==> src/rtl/instruction_encoder_if.sv <==
// Request/response bundle for instruction_encoder: field-level request in,
// encoded 32-bit instruction word out, valid/ready on both sides.
interface instruction_encoder_if;
    logic        in_valid;
    logic        in_ready;
    logic [2:0]  fmt;
    logic [6:0]  opcode;
    logic [4:0]  rd;
    logic [2:0]  funct3;
    logic [4:0]  rs1;
    logic [4:0]  rs2;
    logic [31:0] imm;
    logic        out_valid;
    logic        out_ready;
    logic [31:0] ins;
    logic        err;
    logic [7:0]  err_cnt;

    modport master (
        output in_valid, fmt, opcode, rd, funct3, rs1, rs2, imm, out_ready,
        input  in_ready, out_valid, ins, err, err_cnt
    );

    modport slave (
        input  in_valid, fmt, opcode, rd, funct3, rs1, rs2, imm, out_ready,
        output in_ready, out_valid, ins, err, err_cnt
    );
endinterface

==> src/rtl/instruction_encoder.sv <==
// Two-stage RISC-V style instruction encoder (I/S/B/J/U) with valid/ready flow.
// Optional macro IMM_RANGE_CHECK_EN adds immediate range/alignment error flagging.
module instruction_encoder (
    input logic                  clk,
    input logic                  rst_n,
    instruction_encoder_if.slave bus
);
    typedef struct packed {
        logic [2:0]  fmt;
        logic [6:0]  opcode;
        logic [4:0]  rd;
        logic [2:0]  funct3;
        logic [4:0]  rs1;
        logic [4:0]  rs2;
        logic [31:0] imm;
    } req_t;

    req_t        s1_req_q, s1_req_d;
    logic        s1_valid_q, s1_valid_d;
    logic        s2_valid_q, s2_valid_d;
    logic [31:0] ins_q, ins_d;
    logic        err_q, err_d;
    logic [7:0]  err_cnt_q, err_cnt_d;

    logic        s2_adv;
    logic        in_ready_w;
    logic        accept;
    logic [31:0] pack_ins;
    logic        fmt_err;
    logic        rng_err;

    // Pack the S1 request; truncated immediate bits are used even when out of range.
    always_comb begin
        pack_ins = '0;
        fmt_err  = 1'b0;
        rng_err  = 1'b0;
        case (s1_req_q.fmt)
            3'b000: pack_ins = {s1_req_q.imm[11:0], s1_req_q.rs1, s1_req_q.funct3,
                                s1_req_q.rd, s1_req_q.opcode};
            3'b001: pack_ins = {s1_req_q.imm[11:5], s1_req_q.rs2, s1_req_q.rs1,
                                s1_req_q.funct3, s1_req_q.imm[4:0], s1_req_q.opcode};
            3'b010: pack_ins = {s1_req_q.imm[12], s1_req_q.imm[10:5], s1_req_q.rs2,
                                s1_req_q.rs1, s1_req_q.funct3, s1_req_q.imm[4:1],
                                s1_req_q.imm[11], s1_req_q.opcode};
            3'b011: pack_ins = {s1_req_q.imm[20], s1_req_q.imm[10:1], s1_req_q.imm[11],
                                s1_req_q.imm[19:12], s1_req_q.rd, s1_req_q.opcode};
            3'b100: pack_ins = {s1_req_q.imm[31:12], s1_req_q.rd, s1_req_q.opcode};
            default: fmt_err = 1'b1;
        endcase
`ifdef IMM_RANGE_CHECK_EN
        case (s1_req_q.fmt)
            3'b000, 3'b001:
                rng_err = !((&s1_req_q.imm[31:11]) || !(|s1_req_q.imm[31:11]));
            3'b010:
                rng_err = !((&s1_req_q.imm[31:12]) || !(|s1_req_q.imm[31:12]))
                          || s1_req_q.imm[0];
            3'b011:
                rng_err = !((&s1_req_q.imm[31:20]) || !(|s1_req_q.imm[31:20]))
                          || s1_req_q.imm[0];
            3'b100:
                rng_err = |s1_req_q.imm[11:0];
            default: rng_err = 1'b0;
        endcase
`endif
    end

    // S2 drains when empty or consumed; S1 may refill in the same cycle it empties.
    always_comb begin
        s2_adv     = !s2_valid_q || bus.out_ready;
        in_ready_w = !s1_valid_q || s2_adv;
        accept     = bus.in_valid && in_ready_w;

        s1_valid_d = s1_valid_q;
        s1_req_d   = s1_req_q;
        if (accept) begin
            s1_valid_d = 1'b1;
            s1_req_d   = '{fmt: bus.fmt, opcode: bus.opcode, rd: bus.rd, funct3: bus.funct3,
                           rs1: bus.rs1, rs2: bus.rs2, imm: bus.imm};
        end else if (s2_adv) begin
            s1_valid_d = 1'b0;
        end

        s2_valid_d = s2_valid_q;
        ins_d      = ins_q;
        err_d      = err_q;
        err_cnt_d  = err_cnt_q;
        if (s2_adv) begin
            s2_valid_d = s1_valid_q;
            if (s1_valid_q) begin
                ins_d = pack_ins;
                err_d = fmt_err || rng_err;
                if ((fmt_err || rng_err) && (err_cnt_q != 8'hFF))
                    err_cnt_d = err_cnt_q + 8'd1;
            end
        end
    end

    always_ff @(posedge clk or negedge rst_n) begin
        if (!rst_n) begin
            s1_valid_q <= 1'b0;
            s1_req_q   <= '0;
            s2_valid_q <= 1'b0;
            ins_q      <= '0;
            err_q      <= 1'b0;
            err_cnt_q  <= '0;
        end else begin
            s1_valid_q <= s1_valid_d;
            s1_req_q   <= s1_req_d;
            s2_valid_q <= s2_valid_d;
            ins_q      <= ins_d;
            err_q      <= err_d;
            err_cnt_q  <= err_cnt_d;
        end
    end

    assign bus.in_ready  = in_ready_w;
    assign bus.out_valid = s2_valid_q;
    assign bus.ins       = ins_q;
    assign bus.err       = err_q;
    assign bus.err_cnt   = err_cnt_q;
endmodule

==> src/flat_wrapper.sv <==
// flat-port wrapper written by rule: the top's interface ports become plain ports
module instruction_encoder_flat 
  (clk, rst_n, bus_in_valid, bus_fmt, bus_opcode, bus_rd, bus_funct3, bus_rs1, bus_rs2, bus_imm, bus_out_ready, bus_in_ready, bus_out_valid, bus_ins, bus_err, bus_err_cnt);
  instruction_encoder_if bus_i ();
  input logic clk;
  input logic rst_n;
  input wire logic [$bits(bus_i.in_valid)-1:0] bus_in_valid;
  input wire logic [$bits(bus_i.fmt)-1:0] bus_fmt;
  input wire logic [$bits(bus_i.opcode)-1:0] bus_opcode;
  input wire logic [$bits(bus_i.rd)-1:0] bus_rd;
  input wire logic [$bits(bus_i.funct3)-1:0] bus_funct3;
  input wire logic [$bits(bus_i.rs1)-1:0] bus_rs1;
  input wire logic [$bits(bus_i.rs2)-1:0] bus_rs2;
  input wire logic [$bits(bus_i.imm)-1:0] bus_imm;
  input wire logic [$bits(bus_i.out_ready)-1:0] bus_out_ready;
  output wire logic [$bits(bus_i.in_ready)-1:0] bus_in_ready;
  output wire logic [$bits(bus_i.out_valid)-1:0] bus_out_valid;
  output wire logic [$bits(bus_i.ins)-1:0] bus_ins;
  output wire logic [$bits(bus_i.err)-1:0] bus_err;
  output wire logic [$bits(bus_i.err_cnt)-1:0] bus_err_cnt;
  assign bus_i.in_valid = bus_in_valid;
  assign bus_i.fmt = bus_fmt;
  assign bus_i.opcode = bus_opcode;
  assign bus_i.rd = bus_rd;
  assign bus_i.funct3 = bus_funct3;
  assign bus_i.rs1 = bus_rs1;
  assign bus_i.rs2 = bus_rs2;
  assign bus_i.imm = bus_imm;
  assign bus_i.out_ready = bus_out_ready;
  assign bus_in_ready = bus_i.in_ready;
  assign bus_out_valid = bus_i.out_valid;
  assign bus_ins = bus_i.ins;
  assign bus_err = bus_i.err;
  assign bus_err_cnt = bus_i.err_cnt;
  instruction_encoder u_core (.clk(clk), .rst_n(rst_n), .bus(bus_i));
endmodule
==> config.mk <==
export PLATFORM = sky130hd
export DESIGN_NAME = instruction_encoder_flat
export DESIGN_NICKNAME = d
export VERILOG_FILES = /design/src/rtl/instruction_encoder_if.sv /design/src/rtl/instruction_encoder.sv /design/src/flat_wrapper.sv
export SDC_FILE = /design/constraint.sdc
export NUM_CORES = 1
export LEC_CHECK = 0
export BUFFER_PORTS_ARGS = -buffer_cell sky130_fd_sc_hd__buf_4
export CAP_MARGIN = 0
export CORE_MARGIN = 1.5
export CORE_UTILIZATION = 53
export DETAILED_ROUTE_END_ITERATION = 8
export GPL_TIMING_DRIVEN = 0
export PLACE_DENSITY = 0.88
export SLEW_MARGIN = 10
export SYNTH_ARGS = -nofsm -noshare
export SYNTH_HDL_FRONTEND = slang
export SYNTH_SLANG_ARGS = --single-unit
==> constraint.sdc <==
create_clock -name clk -period 2.15 [get_ports clk]
set_input_delay 0 -clock clk [delete_from_list [all_inputs] [get_ports clk]]
set_output_delay 0 -clock clk [all_outputs]
set_load 0.01 [all_outputs]
## Word level (Yosys, flattened, before mapping)

Cells that the tools add are included.

- Output and inout bits: 43
- Bits of input ports: 64
- Logic and storage cells: 33
- Flip-flop bits (word level): 103

- Muxes and demuxes: 4
- Add/sub/neg operators: 1
- Reduce and logical (&&, ||, !) cells: 11
- Eq/ne operators: 5

Operators by type and width:

| cell | number |
|---|---|
| 32-bit case mux with 5 select lines | 1 |
| 8-bit by 1-bit adder with 8-bit output (second input constant) | 1 |
| 8-bit inequality test (second input constant) | 1 |
| 3-bit by 2-bit equality test with 1-bit output (second input constant) | 2 |
| 5-bit OR reduction | 1 |
| 3-bit by 1-bit equality test with 1-bit output (second input constant) | 1 |
| 3-bit equality test (second input constant) | 1 |
| 3-bit logical NOT | 1 |
| 1-bit two-way mux | 3 |
| 3-bit AND reduction | 1 |
| 1-bit logical AND | 2 |
| 1-bit logical NOT | 2 |
| 1-bit logical OR | 2 |
| 2-bit AND reduction | 1 |
| 2-bit nonzero test | 1 |

## Longest topological paths before layout

- Word-level depth: 5
- Depth in mapped cells: 6
- Mapped depth without buffers: 5

## Worst setup path before layout

Ideal clock, no wire load.

- Path type: register to register
- From: reg u_core.err_cnt_q[0], in the netlist u_core.bus.err_cnt[0]
- To: reg u_core.err_cnt_q[1], in the netlist u_core.bus.err_cnt[1]
- Library setup time: 0.125 ns
- Period minus slack after synthesis: 1.576 ns
- Setup slack: 0.574 ns
- Arrival time: 1.451 ns
- Required time: 2.025 ns
- Path buffers: 0
- Cell stages (with the launch flop): 6
- Path through: dfrtp_1 > ha_1 > nand4_1 > nor3_1 > nor3_1 > mux2_2

- Longest elaborated chain between the ends: 3
- Elaborated cells between the ends (all ways): 4
- Those cells by class: add/sub: 1; eq/ne: 1; reduce/logical: 2

Ends and longest elaborated chain:

| item | RTL line | source |
|---|---|---|
| from (decl) | instruction_encoder.sv:23 | `logic [7:0] err_cnt_q, err_cnt_d;` |
| from (signal assigned) | instruction_encoder.sv:112 | `err_cnt_q <= err_cnt_d;` |
| branches (longest 3 deep; another with 8-bit by 1-bit adder with 8-bit output) | -- |  |

Several ways; the timed one is not identified.
A chain may end at the register's enable or synchronous reset.

## Final worst setup path

- From: reg u_core.s1_req_q[57] in the netlist's numbering
- To: reg u_core.ins_q[22], in the netlist u_core.bus.ins[22]

- Longest elaborated chain between the ends: 2
- Elaborated cells between the ends (all ways): 6
- Those cells by class: eq/ne: 4; mux: 1; reduce/logical: 1

Ends and longest elaborated chain:

| item | RTL line | source |
|---|---|---|
| from (decl) | instruction_encoder.sv:18 | `req_t s1_req_q, s1_req_d;` |
| from (signal assigned) | instruction_encoder.sv:108 | `s1_req_q <= s1_req_d;` |
| 3-bit equality test, or another cell as far along | instruction_encoder.sv:37 | `case (s1_req_q.fmt)` |
| 32-bit case mux with 5 select lines * | instruction_encoder.sv:37 |  |
| to (signal assigned) | instruction_encoder.sv:110 | `ins_q <= ins_d;` |
| to (decl) | instruction_encoder.sv:21 | `logic [31:0] ins_q, ins_d;` |

Every way passes the cells marked *; elsewhere a longest branch is shown, timed or not.

==> impl_metrics.ini <==
[drt]
vias_per_cell = 5.768
drtAntennaViolNets = 0
via_count = 3726
drt_iter0_markers = 240
wirelength_um = 11920
wl_per_cell_um = 18.46
drc = 0
firstDrtPassIters = 5

[outcome]
status = completed

[synthesis]
synthAdderAreaFrac_pct = 0.2772
ys_seq_area_share_pct = 57.10
synth_top_family_by_area = multiplexers
synthSimpleGateAreaFrac_pct = 6.402
yosysUniqueCellTypes = 39
synth_xor_area_share_pct = 0.8038
syn_area_sq_mm = 0.004514
yosys-mux-area-fraction_pct = 17.82
synth.avg_cell_area_sq_um = 12.72
synth_area_leaders = dfrtp_1, mux2_2, a22o_1
ys_ff_latch = 103
synth_area_leader_cell = dfrtp_1
syn_inst = 355
yosys_warnings = 0
netlist.area_leader.share_pct = 57.10
synth_compound_area_share_pct = 13.83
syn_nets = 420

[clock_tree]
insertion_delay_ns = 0.37
post_cts_buffers = 0
cts.sinks = 103
clk_root_buffer_cell = clkbuf_8
cts_buffers = 9
clock_path_buffers = 2
cts_tree = built
path_clk_slew_ns = 0.11
h-tree-depth = 3

[job]
maxCapViolations = 0

[placed_design]
numPortBuffers = 106
hpwlAfterDp_um = 7564
dpl_cell_area_sq_mm = 0.005441
gp_congestion = 0.8169
dp_slack_ns = 0.4885
placedCellCount = 566

[critical_path]
crit_path_end_kind = flip-flop
required_ns = 2.45
cp-start-kind = flip-flop
cp_max_fo = 10
path_class = flip-flop to flip-flop
arrival_ns = 1.99

[floorplanning]
die_h_um = 95.29
die_area_sq_mm = 0.009080
die_w_um = 95.29
initial_utilization_pct = 54.94
pin_count = 107
core_sq_mm = 0.008217
num_rows = 33

[layout]
antenna_cells = 0
syn2layout_area_growth_pct = 39.16
nNetsFinal = 601
drive_above_1_share_pct = 38.63
fillCellCount = 519
final_cell_count_no_fill = 646
fin_area_sq_mm = 0.006282

[worst_hold_path]
hp-class = input pin to async pin

[power_and_ir_drop]
powerDensity_mw_per_mm2 = 860.0
p_leak_nw = 2.872
power.total_mw = 5.403
max-vdd-ir-drop_mv = 0.6010

[sta]
slew_headroom_pct = 58.98
worst_slack_ns = 0.4528
grt_setup_unrepaired = no
fin_crit_ns = 1.697
setup_tns_ns = 0
hold_viol = 0
worst_slew_pin_slew_ns = 0.6140
max_freq_mhz = 589.2
finalMaxSlewViolations = 0
setup_violations = 0
min_period_over_period_pct = 78.94
finalClockSkew_ns = 0.01651

[global_route]
grt.total_usage_pct = 28.31
overflow = 0
grt_max_degree = 104
grt_pass1_wl_um = 19090
antenna_found_initial = 0
grt_pass1_vias = 3872
[worst paths after layout]
kind | cells after the start | from | slack, ns | end
min reg2reg | 2 | u_core.bus.ins[29] | 0.49 | u_core.bus.ins[29]
max reg2reg | 4 | u_core.s1_req_q[57] | 0.45 | u_core.bus.ins[22]
max | 4 | u_core.s1_req_q[57] | 0.45 | u_core.bus.ins[22]
min | 2 | rst_n | 0.04 | u_core.bus.ins[4]
max in group asynchronous | 3 | rst_n | 1.45 | u_core.s1_valid_q
min in group clk | 3 | bus_imm[8] | 0.40 | u_core.s1_req_q[8]
[synth_stat cells (all sizes together)]
cell type	number
dfrtp	103
mux2	67
o21ai	24
a21oi	20
a22o	19
nand2	19
buf	18
a22oi	15
a32oi	9
nor2	9
and3	7
clkbuf	6
inv	5
mux2i	5
nand4	4
nor3	4
a211oi	3
nand2b	3
a31oi	2
and2	2
nand3	2
nor2b	2
xor2	2
and2b	1
ha	1
nand4bb	1
nor3b	1
o21a	1
[power breakdown]
part / switching (mW) / internal, mW
combinational: 0.763 / 0.875
clock: 0.716 / 0.436
sequential: 0.302 / 2.31
total: 1.78 / 3.62
[layout by cell type (no fill, tap or decap), types with 7 or more instances in the layout]
cell	instances
buf_4	112
dfrtp_1	103
dlygate4sd3_1	63
mux2_2	62
a21oi_1	20
nand2_1	19
a22o_1	19
a22oi_1	15
o21ai_1	12
o21ai_0	11
buf_2	9
a32oi_1	9
clkbuf_8	9
nor2_1	8
and3_1	7
[metrics by stage]
stage,hold WS [ns],util [%]
4_1_cts,0.3839,76.08
2_1_floorplan,-0.2956,-
6_report,0.04315,76.46
3_3_place_gp,0.2016,66.23
5_1_grt,0.05682,76.46
3_5_place_dp,0.2049,66.23
[sequential cells by signal (all words and copies together) (netlist names)]
name                  cells
u_core.bus.ins           32
u_core.s1_valid_q         1
u_core.bus.out_valid      1
u_core.s1_req_q          60
u_core.bus.err_cnt        8
u_core.bus.err            1
[metal layers]
| layer | track usage (%) | vias up | wire (um) |
|---|---|---|---|
| met3 | 5.662 | 39 | 841 |
| met1 | 35.10 | 1855 | 4738 |
| met4 | 13.43 | 0 | 394 |
| met2 | 47.40 | 168 | 5949 |
| met5 | 0 | - | 0 |
| li1 | - | 1664 | - |
[cell type report]
class | count | area (sq um) | share of cell area (%)
clock inverter | 7 | 55.05 | 0.8763
timing repair buffer | 170 | 1458 | 23.20
buffer | 24 | 146.4 | 2.330
clock buffer | 9 | 123.9 | 1.972
sequential | 103 | 2577 | 41.03
tap | 105 | 131.4 | 2.091
inverter | 5 | 23.77 | 0.3784
multi-input combinational | 223 | 1767 | 28.12
[critical path, cell delays in order (launching register included)]
cell and delay (ns):
dfrtp_1 0.49, buf_6 0.21, nor3b_1 0.52, a22oi_1 0.23, o21ai_1 0.18
[cells by family after synthesis]
logic type               after synthesis
flip-flops                           103
AND/OR/NAND/NOR                       55
buffers and inverters                 29
adder cells (fa/ha/maj)                1
multiplexers                          72
AO/OA/AOI/OAI                         93
XOR/XNOR                               2
[what timing repair did]
action	in CTS	in global routing
hold endpoints to repair	165	0
hold buffers	63	0
resized for setup	0	0
(Power assumes the default switching activity.)
